$ cat config.mk
export PLATFORM = sky130hd
export DESIGN_NAME = leds_s0_arbiter_flat
export DESIGN_NICKNAME = d
export VERILOG_FILES = /design/src/rtl/leds_s0_arbiter_if.sv /design/src/rtl/leds_s0_arbiter.sv /design/src/flat_wrapper.sv
export SDC_FILE = /design/constraint.sdc
export NUM_CORES = 1
export LEC_CHECK = 0
export CORE_UTILIZATION = 42
export CTS_BUF_LIST = sky130_fd_sc_hd__clkbuf_4 sky130_fd_sc_hd__clkbuf_8
export DETAILED_ROUTE_END_ITERATION = 6
export PLACE_DENSITY_LB_ADDON = 0.3
export SLEW_MARGIN = 20
export SYNTH_ARGS = -nofsm -noshare
export SYNTH_HDL_FRONTEND = slang
export SYNTH_SLANG_ARGS = --single-unit
$ cat constraint.sdc
create_clock -name clk_clk -period 1.8 [get_ports clk_clk]
set_input_delay 0.27 -clock clk_clk [delete_from_list [all_inputs] [get_ports clk_clk]]
set_output_delay 0.27 -clock clk_clk [all_outputs]
set_load 0.01 [all_outputs]
$ cat src/rtl/leds_s0_arbiter_if.sv
// Avalon-MM bus bundle used for both arbiter masters and the shared s0 slave port.
// The master modport is the side issuing requests; slave is the side answering them.
interface leds_s0_arbiter_if #(
   parameter int DATA_W = 32
) ();
   logic              address;
   logic              read;
   logic              write;
   logic [DATA_W-1:0] writedata;
   logic              lock;
   logic              waitrequest;
   logic [DATA_W-1:0] readdata;
   logic              readdatavalid;

   modport master (
      output address, read, write, writedata, lock,
      input  waitrequest, readdata, readdatavalid
   );

   modport slave (
      input  address, read, write, writedata, lock,
      output waitrequest, readdata, readdatavalid
   );
endinterface

$ cat src/rtl/leds_s0_arbiter.sv
// Two-master round-robin arbiter for the LED peripheral s0 port, one transaction in flight.
// Define LEDS_ARB_LOCK_EN to let a master keep the grant across transactions via mN_lock.
module leds_s0_arbiter #(
   parameter int READ_LATENCY = 1,
   parameter int DATA_W       = 32
) (
   input  logic                    clk_clk,
   input  logic                    reset_reset_n,
   leds_s0_arbiter_if.slave        m0,
   leds_s0_arbiter_if.slave        m1,
   leds_s0_arbiter_if.master       s0,
   output logic                    grant
);
   localparam int CNT_W = 3;

   typedef enum logic [1:0] {IDLE, ISSUE, RDWAIT, RESP} state_t;

   state_t                   state_reg, state_next;
   logic                     grant_reg, grant_next;
   logic [CNT_W-1:0]         cnt_reg, cnt_next;
   logic [1:0]               waitrequest_reg, waitrequest_next;
   logic [1:0]               readdatavalid_reg, readdatavalid_next;
   logic [1:0][DATA_W-1:0]   readdata_reg, readdata_next;
   logic                     s0_read_reg, s0_read_next;
   logic                     s0_write_reg, s0_write_next;
   logic                     s0_address_reg, s0_address_next;
   logic [DATA_W-1:0]        s0_writedata_reg, s0_writedata_next;

   logic [1:0]               rd, wr, lk, addr, req;
   logic [1:0][DATA_W-1:0]   wdata;
   logic                     rr_pick, rr_valid, pick, pick_valid;
   logic                     unused_sig;

   assign rd       = {m1.read, m0.read};
   assign wr       = {m1.write, m0.write};
   assign lk       = {m1.lock, m0.lock};
   assign addr     = {m1.address, m0.address};
   assign wdata[0] = m0.writedata;
   assign wdata[1] = m1.writedata;
   assign req      = rd | wr;

   assign unused_sig = ^{s0.waitrequest, s0.readdatavalid, lk};

   // On a tie the master that did not win last time gets the slot.
   always_comb begin
      rr_valid = |req;
      rr_pick  = grant_reg;
      case (req)
         2'b01:   rr_pick = 1'b0;
         2'b10:   rr_pick = 1'b1;
         2'b11:   rr_pick = ~grant_reg;
         default: rr_pick = grant_reg;
      endcase
   end

`ifdef LEDS_ARB_LOCK_EN
   logic lock_active_reg, lock_active_next, locked;

   // The lock survives only while its owner is still requesting or still asserting lock.
   assign locked     = lock_active_reg & (req[grant_reg] | lk[grant_reg]);
   assign pick       = locked ? grant_reg : rr_pick;
   assign pick_valid = locked ? req[grant_reg] : rr_valid;

   always_comb begin
      lock_active_next = lock_active_reg;
      if (state_reg == IDLE)
         lock_active_next = pick_valid ? lk[pick] : locked;
   end

   always_ff @(posedge clk_clk or negedge reset_reset_n) begin
      if (!reset_reset_n)
         lock_active_reg <= 1'b0;
      else
         lock_active_reg <= lock_active_next;
   end
`else
   assign pick       = rr_pick;
   assign pick_valid = rr_valid;
`endif

   always_comb begin
      state_next         = state_reg;
      grant_next         = grant_reg;
      cnt_next           = cnt_reg;
      readdata_next      = readdata_reg;
      s0_address_next    = s0_address_reg;
      s0_writedata_next  = s0_writedata_reg;
      s0_read_next       = 1'b0;
      s0_write_next      = 1'b0;
      waitrequest_next   = 2'b11;
      readdatavalid_next = 2'b00;

      case (state_reg)
         IDLE: begin
            if (pick_valid) begin
               state_next                = ISSUE;
               grant_next                = pick;
               s0_address_next           = addr[pick];
               s0_writedata_next         = wdata[pick];
               s0_write_next             = wr[pick];
               s0_read_next              = rd[pick] & ~wr[pick];
               waitrequest_next[pick]    = 1'b0;
            end
         end
         ISSUE: begin
            if (s0_read_reg) begin
               state_next = RDWAIT;
               cnt_next   = CNT_W'(READ_LATENCY - 1);
            end else begin
               state_next = IDLE;
            end
         end
         RDWAIT: begin
            // Slave data is valid on the edge where the counter has run down.
            if (cnt_reg == '0) begin
               state_next                     = RESP;
               readdata_next[grant_reg]       = s0.readdata;
               readdatavalid_next[grant_reg]  = 1'b1;
            end else begin
               cnt_next = cnt_reg - CNT_W'(1);
            end
         end
         RESP:    state_next = IDLE;
         default: state_next = IDLE;
      endcase
   end

   always_ff @(posedge clk_clk or negedge reset_reset_n) begin
      if (!reset_reset_n) begin
         state_reg         <= IDLE;
         grant_reg         <= 1'b1;
         cnt_reg           <= '0;
         waitrequest_reg   <= 2'b11;
         readdatavalid_reg <= 2'b00;
         readdata_reg      <= '0;
         s0_read_reg       <= 1'b0;
         s0_write_reg      <= 1'b0;
         s0_address_reg    <= 1'b0;
         s0_writedata_reg  <= '0;
      end else begin
         state_reg         <= state_next;
         grant_reg         <= grant_next;
         cnt_reg           <= cnt_next;
         waitrequest_reg   <= waitrequest_next;
         readdatavalid_reg <= readdatavalid_next;
         readdata_reg      <= readdata_next;
         s0_read_reg       <= s0_read_next;
         s0_write_reg      <= s0_write_next;
         s0_address_reg    <= s0_address_next;
         s0_writedata_reg  <= s0_writedata_next;
      end
   end

   assign m0.waitrequest   = waitrequest_reg[0];
   assign m1.waitrequest   = waitrequest_reg[1];
   assign m0.readdatavalid = readdatavalid_reg[0];
   assign m1.readdatavalid = readdatavalid_reg[1];
   assign m0.readdata      = readdata_reg[0];
   assign m1.readdata      = readdata_reg[1];

   assign s0.read      = s0_read_reg;
   assign s0.write     = s0_write_reg;
   assign s0.address   = s0_address_reg;
   assign s0.writedata = s0_writedata_reg;
   assign s0.lock      = 1'b0;
   assign grant        = grant_reg;
endmodule

$ cat src/flat_wrapper.sv
// flat-port wrapper written by rule: the top's interface ports become plain ports
module leds_s0_arbiter_flat 
#(
   parameter int READ_LATENCY = 1,
   parameter int DATA_W       = 32
)
  (clk_clk, reset_reset_n, grant, m0_address, m0_read, m0_write, m0_writedata, m0_lock, m0_waitrequest, m0_readdata, m0_readdatavalid, m1_address, m1_read, m1_write, m1_writedata, m1_lock, m1_waitrequest, m1_readdata, m1_readdatavalid, s0_address, s0_read, s0_write, s0_writedata, s0_lock, s0_waitrequest, s0_readdata, s0_readdatavalid);
  leds_s0_arbiter_if #(.DATA_W(DATA_W)) m0_i ();
  leds_s0_arbiter_if #(.DATA_W(DATA_W)) m1_i ();
  leds_s0_arbiter_if #(.DATA_W(DATA_W)) s0_i ();
  input  logic clk_clk;
  input  logic reset_reset_n;
  output logic grant;
  input wire logic [$bits(m0_i.address)-1:0] m0_address;
  input wire logic [$bits(m0_i.read)-1:0] m0_read;
  input wire logic [$bits(m0_i.write)-1:0] m0_write;
  input wire logic [$bits(m0_i.writedata)-1:0] m0_writedata;
  input wire logic [$bits(m0_i.lock)-1:0] m0_lock;
  output wire logic [$bits(m0_i.waitrequest)-1:0] m0_waitrequest;
  output wire logic [$bits(m0_i.readdata)-1:0] m0_readdata;
  output wire logic [$bits(m0_i.readdatavalid)-1:0] m0_readdatavalid;
  input wire logic [$bits(m1_i.address)-1:0] m1_address;
  input wire logic [$bits(m1_i.read)-1:0] m1_read;
  input wire logic [$bits(m1_i.write)-1:0] m1_write;
  input wire logic [$bits(m1_i.writedata)-1:0] m1_writedata;
  input wire logic [$bits(m1_i.lock)-1:0] m1_lock;
  output wire logic [$bits(m1_i.waitrequest)-1:0] m1_waitrequest;
  output wire logic [$bits(m1_i.readdata)-1:0] m1_readdata;
  output wire logic [$bits(m1_i.readdatavalid)-1:0] m1_readdatavalid;
  output wire logic [$bits(s0_i.address)-1:0] s0_address;
  output wire logic [$bits(s0_i.read)-1:0] s0_read;
  output wire logic [$bits(s0_i.write)-1:0] s0_write;
  output wire logic [$bits(s0_i.writedata)-1:0] s0_writedata;
  output wire logic [$bits(s0_i.lock)-1:0] s0_lock;
  input wire logic [$bits(s0_i.waitrequest)-1:0] s0_waitrequest;
  input wire logic [$bits(s0_i.readdata)-1:0] s0_readdata;
  input wire logic [$bits(s0_i.readdatavalid)-1:0] s0_readdatavalid;
  assign m0_i.address = m0_address;
  assign m0_i.read = m0_read;
  assign m0_i.write = m0_write;
  assign m0_i.writedata = m0_writedata;
  assign m0_i.lock = m0_lock;
  assign m0_waitrequest = m0_i.waitrequest;
  assign m0_readdata = m0_i.readdata;
  assign m0_readdatavalid = m0_i.readdatavalid;
  assign m1_i.address = m1_address;
  assign m1_i.read = m1_read;
  assign m1_i.write = m1_write;
  assign m1_i.writedata = m1_writedata;
  assign m1_i.lock = m1_lock;
  assign m1_waitrequest = m1_i.waitrequest;
  assign m1_readdata = m1_i.readdata;
  assign m1_readdatavalid = m1_i.readdatavalid;
  assign s0_address = s0_i.address;
  assign s0_read = s0_i.read;
  assign s0_write = s0_i.write;
  assign s0_writedata = s0_i.writedata;
  assign s0_lock = s0_i.lock;
  assign s0_i.waitrequest = s0_waitrequest;
  assign s0_i.readdata = s0_readdata;
  assign s0_i.readdatavalid = s0_readdatavalid;
  leds_s0_arbiter #(.READ_LATENCY(READ_LATENCY), .DATA_W(DATA_W)) u_core (.clk_clk(clk_clk), .reset_reset_n(reset_reset_n), .m0(m0_i), .m1(m1_i), .s0(s0_i), .grant(grant));
endmodule
==> results of run 1 <==
synth_stat cells:
cell type | n | area (sq um)
dfrtp_1 | 106 | 2650
nor2_1 | 2 | 7.51
and2_1 | 33 | 206
buf_4 | 1 | 7.51
a211oi_1 | 1 | 7.51
o22ai_1 | 1 | 6.26
inv_1 | 11 | 41.3
and4b_1 | 1 | 10.0
ha_1 | 5 | 62.6
dfstp_2 | 3 | 78.8
nand2_1 | 4 | 15.0
or2_4 | 1 | 8.76
a31oi_1 | 1 | 6.26
buf_6 | 7 | 78.8
mux2_2 | 64 | 721
and3_1 | 1 | 6.26
a21oi_1 | 4 | 20.0
clkbuf_1 | 3 | 11.3
a311o_1 | 1 | 10.0
conb_1 | 1 | 3.75
o211a_1 | 1 | 10.0
a311oi_1 | 1 | 8.76
nand2b_1 | 2 | 12.5
a211oi_4 | 1 | 20.0
nor2_2 | 1 | 6.26
nand3_1 | 3 | 15.0
o41ai_4 | 1 | 27.5
buf_2 | 7 | 35.0
mux2i_1 | 2 | 20.0
o22a_1 | 1 | 8.76
nor2b_1 | 2 | 12.5
o32ai_1 | 1 | 8.76
a221o_1 | 33 | 330
where the power goes:
part           switching [W]  internal [W]
registers           0.000577       0.00363
logic                0.00228       0.00363
clock network       0.000837      0.000570
total                0.00369       0.00783
metrics by stage:
| stage | utilization | area, sq um | setup TNS (ns) | hold slack [ns] | setup slack [ns] |
|---|---|---|---|---|---|
| finish | 0.681 | 7030 | 0 | 0.466 | 0.0698 |
| CTS | 0.678 | 7000 | 0 | 0.480 | 0.00490 |
| detailed placement | 0.657 | 6780 | -0.235 | 0.323 | -0.0338 |
| global route | 0.681 | 7030 | -2.78 | 0.493 | -0.0760 |
| floorplan | - | 4480 | 0 | -0.0256 | 0.133 |
| global placement | 0.657 | 6780 | 0 | 0.311 | 0.00566 |
cells by family after synthesis:
family | Yosys count
muxes | 66
and+or+nand+nor | 50
buffers and inverters | 29
AOI/OAI and AO/OA | 47
DFF | 109
other | 1
adders and majority gates | 5
timing repair:
item / CTS / global route
endpoints found under the hold margin: 38 / 0
hold buffers: 1 / 0
gates resized for setup: 1 / 2
setup endpoints to repair: 10 / 63
gates cloned: 0 / 1
buffers inserted: 1 / 0
cell type report:
type | count | area [sq um]
Fill cell | 758 | 3290
Sequential cell | 109 | 2730
Multi-Input combinational cell | 169 | 1580
Clock inverter | 6 | 53.8
Timing Repair Buffer | 225 | 2310
Inverter | 11 | 41.3
Clock buffer | 10 | 138
Tap cell | 136 | 170
layer usage:
layer | share of wire | up-vias | track usage
met5 | 0 | - | 0
met4 | 0.010 | 0 | 0.0614
met3 | 0.075 | 9 | 0.0550
met2 | 0.50 | 155 | 0.360
met1 | 0.41 | 1648 | 0.264
li1 | - | 1548 | -
worst min path at each step:
stage	startpoint	to	slack [ns]
floorplan	reset_reset_n	async pin	-0.03
global placement	reset_reset_n	u_core.m1.readdata[21]	0.31
detailed placement	reset_reset_n	u_core.m1.readdata[21]	0.32
CTS	reset_reset_n	u_core.m1.readdata[21]	0.48
global route	reset_reset_n	u_core.m1.readdata[21]	0.49
finish	reset_reset_n	u_core.m1.readdata[21]	0.47
worst max-delay path: cells and delay by family, from the launching register on:
family	cells	cell delay, ns
fa+ha+maj	1	0.33
compound gates	2	0.41
simple gates	1	0.16
buf+inv	2	0.29
flops	1	0.41
cells in the final DEF, fill, tap and decap left out, drive strengths merged:
master and n:
clkdlybuf4s50 206, dfrtp 106, mux2 64, and2 33, a221o 33, buf 17, inv 14, clkbuf 11
ha 5, nand2 4, a21oi 4, nand3 3, dfstp 3, nor2 3, clkinv 3, nor2b 2
nand2b 2, mux2i 2, a211oi 2, or2 1, o211a 1, o32ai 1, and3 1, o22ai 1
o41ai 1, a31oi 1, o22a 1, and4b 1, a311o 1, a311oi 1, conb 1, dlygate4sd3 1
==> run_summary.xml, run 1 <==
<?xml version="1.0" encoding="UTF-8"?>
<metrics>
  <group name="timing">
    <metric name="timing.clock.skew" unit="ns">0.0174</metric>
    <metric name="grt_setup_unrepaired" unit="">yes</metric>
    <metric name="setup-violations-final" unit="">0</metric>
    <metric name="drv_slew" unit="">0</metric>
    <metric name="timing.max_slew.rel_slack" unit="">0.602</metric>
    <metric name="achievable-frequency" unit="MHz">578</metric>
    <metric name="timing.final.hold_violations" unit="">0</metric>
    <metric name="period_utilisation_layout" unit="">0.961</metric>
    <metric name="fin_crit" unit="ns">1.73</metric>
    <metric name="worst-slew-pin-transition" unit="ns">0.597</metric>
  </group>
  <group name="die">
    <metric name="std_cell_rows" unit="">37</metric>
    <metric name="floorplan.die_area" unit="sq mm">0.0111</metric>
    <metric name="starting_density_of_the_core" unit="">0.434</metric>
    <metric name="floorplan.die.width" unit="microns">105</metric>
    <metric name="die_h" unit="microns">105</metric>
    <metric name="io-pin-count" unit="">213</metric>
    <metric name="fp.coreArea" unit="sq mm">0.0103</metric>
  </group>
  <group name="cells_and_area">
    <metric name="final_layout_size_suffix_gt1_frac" unit="">0.202</metric>
    <metric name="design.final.nets" unit="">638</metric>
    <metric name="diodes" unit="">0</metric>
    <metric name="fin_cells" unit="">666</metric>
    <metric name="syn_to_final_growth" unit="%">57.0</metric>
  </group>
  <group name="synthesis">
    <metric name="synth_cells" unit="">307</metric>
    <metric name="synth.area.mux_share" unit="">0.165</metric>
    <metric name="synth_compound_gate_area_share" unit="">0.104</metric>
    <metric name="yosys_warnings" unit="">0</metric>
    <metric name="synth_area_per_cell" unit="sq um">14.6</metric>
    <metric name="synth_top_family_by_area" unit="">multiplexers</metric>
    <metric name="synthesized_nets" unit="">420</metric>
    <metric name="synth_cell_types" unit="">33</metric>
    <metric name="synth.cell_area" unit="sq mm">0.00448</metric>
    <metric name="synth_simple_gate_area_frac" unit="">0.0671</metric>
    <metric name="yosys.area_share.xor_xnor" unit="">0</metric>
    <metric name="synth_adder_area_share" unit="">0.0140</metric>
    <metric name="postSynthRegisterBits" unit="">109</metric>
    <metric name="ys_seq_area_frac" unit="">0.610</metric>
  </group>
  <group name="setup_path">
    <metric name="crit_path_start_kind" unit="">flip-flop</metric>
    <metric name="worst-endpoint-required" unit="ns">2.03</metric>
    <metric name="critical_path.cell_chain" unit="">inv_1 -&gt; ha_1 -&gt; o41ai_4 -&gt; buf_12 -&gt; and2_1 -&gt; a221o_1</metric>
    <metric name="rr_worst_depth" unit="">6</metric>
    <metric name="critical_path.startpoint" unit="">u_core.state_reg[0]</metric>
    <metric name="timing.setup.critical_path_class" unit="">reg -&gt; reg</metric>
    <metric name="worstSetupEndpoint" unit="">u_core.s0.writedata[21]</metric>
    <metric name="worst_path_max_delay_cell" unit="">dfrtp_1</metric>
    <metric name="r2r_start" unit="">u_core.state_reg[0]</metric>
    <metric name="critical_path_peak_fanout" unit="">34</metric>
    <metric name="arrival" unit="ns">1.96</metric>
    <metric name="endpoint_of_the_worst_register_to_register_path" unit="">u_core.s0.writedata[21]</metric>
    <metric name="cp-end-kind" unit="">flip-flop</metric>
    <metric name="critPathMaxStageDelay" unit="ns">0.41</metric>
    <metric name="worst-r2r-setup-slack" unit="ns">0.07</metric>
  </group>
  <group name="clock_network">
    <metric name="cts_tree" unit="">built</metric>
    <metric name="clock_tree.buffer_depth" unit="">2</metric>
    <metric name="worst_skew_pair.late_latency" unit="ns">0.36</metric>
    <metric name="cts.sink_count" unit="">109</metric>
    <metric name="clock_tree.htree_level_count" unit="">3</metric>
    <metric name="clock-root-buffer" unit="">clkbuf_8</metric>
    <metric name="cts.clk_slew.worst_paths" unit="ns">0.11</metric>
    <metric name="number_of_buffers_added_by_the_clock_tree_synthesis_step" unit="">9</metric>
  </group>
  <group name="drt">
    <metric name="routed-via-count" unit="">3360</metric>
    <metric name="routed_wire_length_per_instance" unit="microns">16.5</metric>
    <metric name="route.antenna.remaining_nets" unit="">0</metric>
    <metric name="wl" unit="microns">11000</metric>
    <metric name="drc" unit="">0</metric>
    <metric name="drt_first_iter_violations" unit="">169</metric>
    <metric name="routed_via_count_divided_by_cell_count" unit="">5.05</metric>
    <metric name="drt_pass1_iterations" unit="">4</metric>
  </group>
  <group name="hold_path">
    <metric name="hold_path_class" unit="">in -&gt; async</metric>
  </group>
  <group name="placed_design">
    <metric name="port-buffer-count" unit="">207</metric>
    <metric name="place_congestion" unit="">0.762</metric>
    <metric name="detailed_place_hpwl" unit="microns">8030</metric>
    <metric name="post-place-cells" unit="">647</metric>
  </group>
  <group name="global_routing">
    <metric name="grt_max_degree" unit="">45</metric>
    <metric name="grt_util_all_layers" unit="">0.211</metric>
    <metric name="grt_pass1_vias" unit="">3663</metric>
    <metric name="grt_remaining_overflow" unit="">0</metric>
    <metric name="grt_first_pass_wirelength" unit="microns">18300</metric>
    <metric name="grt_antenna_before_repair" unit="">0</metric>
  </group>
  <group name="power_and_ir_drop">
    <metric name="power.static_leakage" unit="nW">2.99</metric>
    <metric name="power.density" unit="mW/mm^2">1640</metric>
    <metric name="power.total" unit="W">0.0115</metric>
    <metric name="ir_drop_worst_case_vdd" unit="mV">0.783</metric>
  </group>
  <group name="flow_run">
    <metric name="maxCapViolCount" unit="">0</metric>
  </group>
  <group name="run_status">
    <metric name="status" unit="">finished, final reports clean</metric>
  </group>
</metrics>
Note: power is estimated with default switching activity, not from simulation.
==> run 2: changes to the inputs <==
CELL_PAD_IN_SITES_DETAIL_PLACEMENT = 0   (was default)
CELL_PAD_IN_SITES_GLOBAL_PLACEMENT = 1   (was default)
CORE_UTILIZATION = 33   (was 42)
==> run 2 against run 1 <==
Via count fell by 0.65%. Register-to-register slack better by 0.04 ns. Highest routed layer unchanged. Global-route usage down 4.8 points. Total power up 1.1%. Routed wire length up 2.5%. Clock skew down 0.0024 ns. Clock power up 6%. Worst hold slack worse by 0.096 ns. Combinational power grew 0.7%. Setup slack improved by 0.026 ns.
==> run_summary.xml, run 2 (synthesis gave the netlist of run 1 again) <==
<?xml version="1.0" encoding="UTF-8"?>
<metrics>
  <group name="setup_path">
    <metric name="worst-endpoint-required" unit="ns">1.53</metric>
    <metric name="worst_path_max_delay_cell" unit="">dfstp_2</metric>
    <metric name="critical_path.cell_chain" unit="">clkdlybuf4s50_1</metric>
    <metric name="critical_path_buf_inv_count" unit="">1</metric>
    <metric name="timing.setup.critical_path_class" unit="">reg -&gt; out</metric>
    <metric name="cp-end-kind" unit="">output port</metric>
    <metric name="critical_path_peak_fanout" unit="">2</metric>
    <metric name="arrival" unit="ns">1.43</metric>
    <metric name="crit_path_start_kind" unit="">flip-flop</metric>
    <metric name="crit_family" unit="">flip-flops</metric>
    <metric name="critPathMaxStageDelay" unit="ns">0.55</metric>
  </group>
  <group name="drt">
    <metric name="routed_wire_length_per_instance" unit="microns">15.9</metric>
    <metric name="drt_first_iter_violations" unit="">103</metric>
    <metric name="routed_via_count_divided_by_cell_count" unit="">4.72</metric>
    <metric name="wl" unit="microns">11300</metric>
    <metric name="drc" unit="">0</metric>
    <metric name="route.antenna.remaining_nets" unit="">0</metric>
    <metric name="routed-via-count" unit="">3338</metric>
    <metric name="drt_pass1_iterations" unit="">4</metric>
  </group>
  <group name="timing">
    <metric name="fin_crit" unit="ns">1.70</metric>
    <metric name="achievable-frequency" unit="MHz">587</metric>
    <metric name="period_utilisation_layout" unit="">0.947</metric>
    <metric name="final.hold.worst_slack" unit="ns">0.369</metric>
    <metric name="drv_slew" unit="">0</metric>
    <metric name="grt_setup_unrepaired" unit="">yes</metric>
    <metric name="setup_ws" unit="ns">0.0962</metric>
    <metric name="timing.final.hold_violations" unit="">0</metric>
    <metric name="timing.clock.skew" unit="ns">0.0149</metric>
    <metric name="setup-violations-final" unit="">0</metric>
  </group>
  <group name="power_and_ir_drop">
    <metric name="power.density" unit="mW/mm^2">1640</metric>
    <metric name="power.static_leakage" unit="nW">2.99</metric>
    <metric name="ir_drop_worst_case_vdd" unit="mV">0.685</metric>
  </group>
  <group name="global_routing">
    <metric name="grt_first_pass_wirelength" unit="microns">17900</metric>
    <metric name="grt_pass1_vias" unit="">3525</metric>
    <metric name="grt_remaining_overflow" unit="">0</metric>
    <metric name="grt_util_all_layers" unit="">0.164</metric>
    <metric name="grt_antenna_before_repair" unit="">0</metric>
    <metric name="grt_max_degree" unit="">48</metric>
  </group>
  <group name="cells_and_area">
    <metric name="design.final.nets" unit="">639</metric>
    <metric name="mostFrequentLayoutCell" unit="">clkdlybuf4s50_1</metric>
    <metric name="final_layout_size_suffix_gt1_frac" unit="">0.205</metric>
    <metric name="layout_common_cells" unit="">206 x clkdlybuf4s50_1, 106 x dfrtp_1, 64 x mux2_2, 33 x and2_1, 33 x a221o_1</metric>
    <metric name="finish.instance_area" unit="sq mm">0.00709</metric>
    <metric name="diodes" unit="">0</metric>
    <metric name="syn_to_final_growth" unit="%">58.4</metric>
    <metric name="postLayoutCoreUtil" unit="">0.535</metric>
  </group>
  <group name="clock_network">
    <metric name="clock_tree.htree_level_count" unit="">3</metric>
    <metric name="clock_tree.buffer_depth" unit="">2</metric>
    <metric name="clock-root-buffer" unit="">clkbuf_8</metric>
    <metric name="number_of_buffers_added_by_the_clock_tree_synthesis_step" unit="">9</metric>
    <metric name="cts.sink_count" unit="">109</metric>
    <metric name="cts_tree" unit="">built</metric>
    <metric name="cts.clk_slew.worst_paths" unit="ns">0.10</metric>
    <metric name="worst_skew_pair.late_latency" unit="ns">0.36</metric>
  </group>
  <group name="die">
    <metric name="io-pin-count" unit="">213</metric>
    <metric name="fp.coreArea" unit="sq mm">0.0132</metric>
    <metric name="die_h" unit="microns">118</metric>
    <metric name="floorplan.die_area" unit="sq mm">0.0140</metric>
    <metric name="std_cell_rows" unit="">42</metric>
    <metric name="floorplan.die.width" unit="microns">118</metric>
    <metric name="starting_density_of_the_core" unit="">0.338</metric>
  </group>
  <group name="placed_design">
    <metric name="place_congestion" unit="">0.724</metric>
    <metric name="port-buffer-count" unit="">207</metric>
    <metric name="pre_cts_slack" unit="ns">-0.0392</metric>
    <metric name="place_area" unit="sq mm">0.00684</metric>
    <metric name="detailed_place_hpwl" unit="microns">7980</metric>
  </group>
  <group name="flow_run">
    <metric name="maxCapViolCount" unit="">0</metric>
  </group>
  <group name="hold_path">
    <metric name="hold_path_class" unit="">in -&gt; async</metric>
  </group>
  <group name="run_status">
    <metric name="status" unit="">finished, final reports clean</metric>
  </group>
</metrics>
-- run 2: cell count changes in the layout (fill, tap and decap cells not counted), sizes merged --
| cell | previous run | this run |
|---|---|---|
| inv | 14 | 11 |
| buf | 17 | 18 |
| bufinv | 0 | 1 |
| clkbuf | 11 | 12 |
| clkinv | 3 | 4 |
-- run 2: metrics by stage --
step | power, W | cells | TNS, ns
floorplan | 0.00705 | 307 | 0
global placement | 0.0101 | 688 | -0.00459
detailed placement | 0.0102 | 688 | -0.497
CTS | 0.0118 | 706 | 0
global route | 0.0124 | 707 | 0
finish | 0.0116 | 707 | 0
-- run 2: area by class of cell --
type | instances | area (sq um)
clock buffers | 11 | 139
clock inverters | 5 | 61.3
fillers | 1173 | 6150
inverters | 11 | 41.3
multi-input cells | 169 | 1580
flip-flops and latches | 109 | 2730
well taps | 176 | 220
repair buffers | 226 | 2320
-- run 2: final timing paths --
| kind | startpoint | to | slack, ns | depth (start not counted) |
|---|---|---|---|---|
| hold reg to reg | u_core.cnt_reg[0] | u_core.cnt_reg[0] | 0.47 | 1 |
| setup / recovery | u_core.grant | grant | 0.1 | 1 |
| setup reg to reg | u_core.state_reg[0] | u_core.m0.readdata[29] | 0.11 | 6 |
| max in group asynchronous | reset_reset_n | u_core.grant | 0.77 | 3 |
| hold / removal | reset_reset_n | u_core.m1.readdata[19] | 0.37 | 2 |
| min in group clk_clk | u_core.cnt_reg[0] | u_core.cnt_reg[0] | 0.47 | 1 |
-- run 2: report_power, final --
part | switching, W | total, W | leakage [nW] | internal [W]
Clock | 0.000813 | 0.00149 | 0.104 | 0.000681
Sequential | 0.000573 | 0.00420 | 1.33 | 0.00363
Combinational | 0.00229 | 0.00595 | 1.56 | 0.00366
-- run 2: layer usage --
layer  part of all wire  track usage
met3               0.10       0.0647
met1               0.43        0.204
met2               0.46        0.263
met4             0.0085       0.0451
met5                  0            0
-- run 2: what timing repair did --
action | in CTS | in global routing
endpoints found under the hold margin | 26 | 0
endpoints found under the setup margin | 1 | 63
hold buffers | 1 | 0
resized for setup | 0 | 3
gates cloned | 0 | 1
setup buffers | 1 | 0
==> run 3: changes to the inputs <==
CAP_MARGIN = 5   (was default)
SETUP_SLACK_MARGIN = 0.2   (was default)
==> run 3 against run 2 <==
First-iteration DRC count up 11%. Cell area up 7.3%. Largest cell class unchanged. Core utilization up 3.9 points. Sequential share of layout area down 2.6 points. Fmax up 0.12%.
==> run_summary.xml, run 3 (synthesis gave the netlist of run 1 again) <==
<?xml version="1.0" encoding="UTF-8"?>
<metrics>
  <group name="die">
    <metric name="die_h" unit="microns">118</metric>
    <metric name="floorplan.die.width" unit="microns">118</metric>
    <metric name="starting_density_of_the_core" unit="">0.338</metric>
    <metric name="fp.coreArea" unit="sq mm">0.0132</metric>
    <metric name="floorplan.die_area" unit="sq mm">0.0140</metric>
    <metric name="std_cell_rows" unit="">42</metric>
    <metric name="io-pin-count" unit="">213</metric>
  </group>
  <group name="timing">
    <metric name="achievable-frequency" unit="MHz">588</metric>
    <metric name="drv_slew" unit="">0</metric>
    <metric name="setup-violations-final" unit="">0</metric>
    <metric name="timing.final.hold_violations" unit="">0</metric>
    <metric name="grt_setup_unrepaired" unit="">yes</metric>
    <metric name="final.hold.worst_slack" unit="ns">0.406</metric>
    <metric name="period_utilisation_layout" unit="">0.945</metric>
    <metric name="totalNegativeSetupSlack" unit="ns">0</metric>
    <metric name="timing.clock.skew" unit="ns">0.00668</metric>
    <metric name="setup_ws" unit="ns">0.0983</metric>
    <metric name="fin_crit" unit="ns">1.70</metric>
  </group>
  <group name="power_and_ir_drop">
    <metric name="ir_drop_worst_case_vdd" unit="mV">0.711</metric>
    <metric name="power.total" unit="W">0.0120</metric>
    <metric name="power.static_leakage" unit="nW">3.65</metric>
    <metric name="power.density" unit="mW/mm^2">1570</metric>
  </group>
  <group name="global_routing">
    <metric name="grt_first_pass_wirelength" unit="microns">18800</metric>
    <metric name="grt_max_degree" unit="">36</metric>
    <metric name="grt_antenna_before_repair" unit="">0</metric>
    <metric name="grt_util_all_layers" unit="">0.173</metric>
    <metric name="grt_remaining_overflow" unit="">0</metric>
    <metric name="grt_pass1_vias" unit="">3645</metric>
  </group>
  <group name="setup_path">
    <metric name="critPathMaxStageDelay" unit="ns">0.40</metric>
    <metric name="worst-endpoint-required" unit="ns">2.07</metric>
    <metric name="critical_path.cell_chain" unit="">inv_2 -&gt; ha_4 -&gt; ha_4 -&gt; nand3_4 -&gt; clkinv_4 -&gt; buf_6 -&gt; buf_12 -&gt; buf_16 -&gt; mux2_2</metric>
    <metric name="critical_path_peak_fanout" unit="">5</metric>
    <metric name="crit_path_start_kind" unit="">flip-flop</metric>
    <metric name="timing.setup.critical_path_class" unit="">reg -&gt; reg</metric>
    <metric name="path_common_cell" unit="">ha_4</metric>
    <metric name="worst_path_max_delay_cell" unit="">dfrtp_1</metric>
    <metric name="arrival" unit="ns">1.97</metric>
    <metric name="cp-end-kind" unit="">flip-flop</metric>
  </group>
  <group name="placed_design">
    <metric name="detailed_place_hpwl" unit="microns">8260</metric>
    <metric name="port-buffer-count" unit="">207</metric>
    <metric name="place_congestion" unit="">0.737</metric>
    <metric name="pre_cts_slack" unit="ns">-0.0352</metric>
    <metric name="post-place-cells" unit="">689</metric>
  </group>
  <group name="clock_network">
    <metric name="worst_skew_pair.late_latency" unit="ns">0.38</metric>
    <metric name="clock_tree.buffer_depth" unit="">2</metric>
    <metric name="cts.clk_slew.worst_paths" unit="ns">0.10</metric>
    <metric name="number_of_buffers_added_by_the_clock_tree_synthesis_step" unit="">9</metric>
    <metric name="clock_tree.htree_level_count" unit="">3</metric>
    <metric name="clock-root-buffer" unit="">clkbuf_8</metric>
    <metric name="cts_tree" unit="">built</metric>
    <metric name="cts.sink_count" unit="">109</metric>
  </group>
  <group name="cells_and_area">
    <metric name="mostFrequentLayoutCell" unit="">clkdlybuf4s50_1</metric>
    <metric name="fin_cells" unit="">726</metric>
    <metric name="diodes" unit="">0</metric>
    <metric name="fill_cells" unit="">1145</metric>
    <metric name="syn_to_final_growth" unit="%">70.0</metric>
    <metric name="final_layout_size_suffix_gt1_frac" unit="">0.253</metric>
    <metric name="design.final.nets" unit="">658</metric>
    <metric name="layout_common_cells" unit="">144 x clkdlybuf4s50_1, 106 x dfrtp_1, 46 x mux2_2, 40 x dlymetal6s2s_1</metric>
  </group>
  <group name="flow_run">
    <metric name="maxCapViolCount" unit="">0</metric>
  </group>
  <group name="drt">
    <metric name="drc" unit="">0</metric>
    <metric name="drt_pass1_iterations" unit="">4</metric>
    <metric name="routed_wire_length_per_instance" unit="microns">16.6</metric>
    <metric name="routed-via-count" unit="">3476</metric>
    <metric name="route.antenna.remaining_nets" unit="">0</metric>
    <metric name="wl" unit="microns">12000</metric>
    <metric name="routed_via_count_divided_by_cell_count" unit="">4.79</metric>
    <metric name="drt_first_iter_violations" unit="">114</metric>
  </group>
  <group name="hold_path">
    <metric name="hold_path_class" unit="">in -&gt; async</metric>
  </group>
  <group name="run_status">
    <metric name="status" unit="">finished, final reports clean</metric>
  </group>
</metrics>
## run 3: cell count changes in the layout (fill, tap and decap cells not counted), sizes merged
cell and change:
clkdlybuf4s50 -62, dlymetal6s2s +40, dlygate4sd2 +22, buf +19, bufinv +1, clkbuf -1
clkinv -1, clkinvlp +1
## run 3: through the flow
stage          cell area, sq um  utilization
3_5_place_dp               6880        0.520
6_report                   7610        0.575
5_1_grt                    7610        0.575
3_3_place_gp               6880        0.520
4_1_cts                    7310        0.552
2_1_floorplan              4490            -
## run 3: final cells by class
type	instances	area [sq um]	share of cell area
Clock buffer	10	131	0.0173
Clock inverter	6	96.3	0.0127
Inverter	11	46.3	0.00608
Multi-Input combinational cell	169	1720	0.225
Sequential cell	109	2730	0.359
Tap cell	176	220	0.0289
Timing Repair Buffer	245	2670	0.351
## run 3: report_power, final
group	internal [W]	total [W]	switching [W]
registers	0.00362	0.00416	0.000540
logic	0.00369	0.00613	0.00244
clock network	0.000814	0.00166	0.000849
total	0.00813	0.0120	0.00383
## run 3: worst paths after layout
check | end | startpoint | cells past startpoint | slack, ns
hold reg to reg | u_core.m1.readdata[16] | u_core.m1.readdata[16] | 1 | 0.51
min in group clk_clk | u_core.s0.writedata[28] | m1_writedata[28] | 2 | 0.49
setup / recovery | u_core.m0.readdata[12] | u_core.cnt_reg[0] | 9 | 0.1
setup reg to reg | u_core.m0.readdata[12] | u_core.cnt_reg[0] | 9 | 0.1
hold / removal | u_core.m0.readdata[28] | reset_reset_n | 2 | 0.41
max in group asynchronous | u_core.s0.writedata[9] | reset_reset_n | 3 | 0.79
## run 3: worst max-delay path: cells and delay by family (launching register included)
kind          cells  cell delay [ns]
fa+ha+maj         2             0.30
simple gates      1             0.09
mux               1             0.32
buf+inv           5             0.45
flops             1             0.40
## run 3: routing by layer
metal	vias to the layer above	track usage	wire, microns
met5	-	0	0
met3	16	0.0560	1080
met2	174	0.276	5490
met1	1693	0.213	5240
li1	1593	-	-
met4	0	0.0783	218
## run 3: what timing repair did
item                       in CTS  in global routing
hold endpoints to repair       25                  0
cloned                          3                  1
pin swaps                       2                  2
hold buffers                    1                  0
resized for setup              38                 70
setup endpoints to repair     117                108
setup buffers                   9                  7
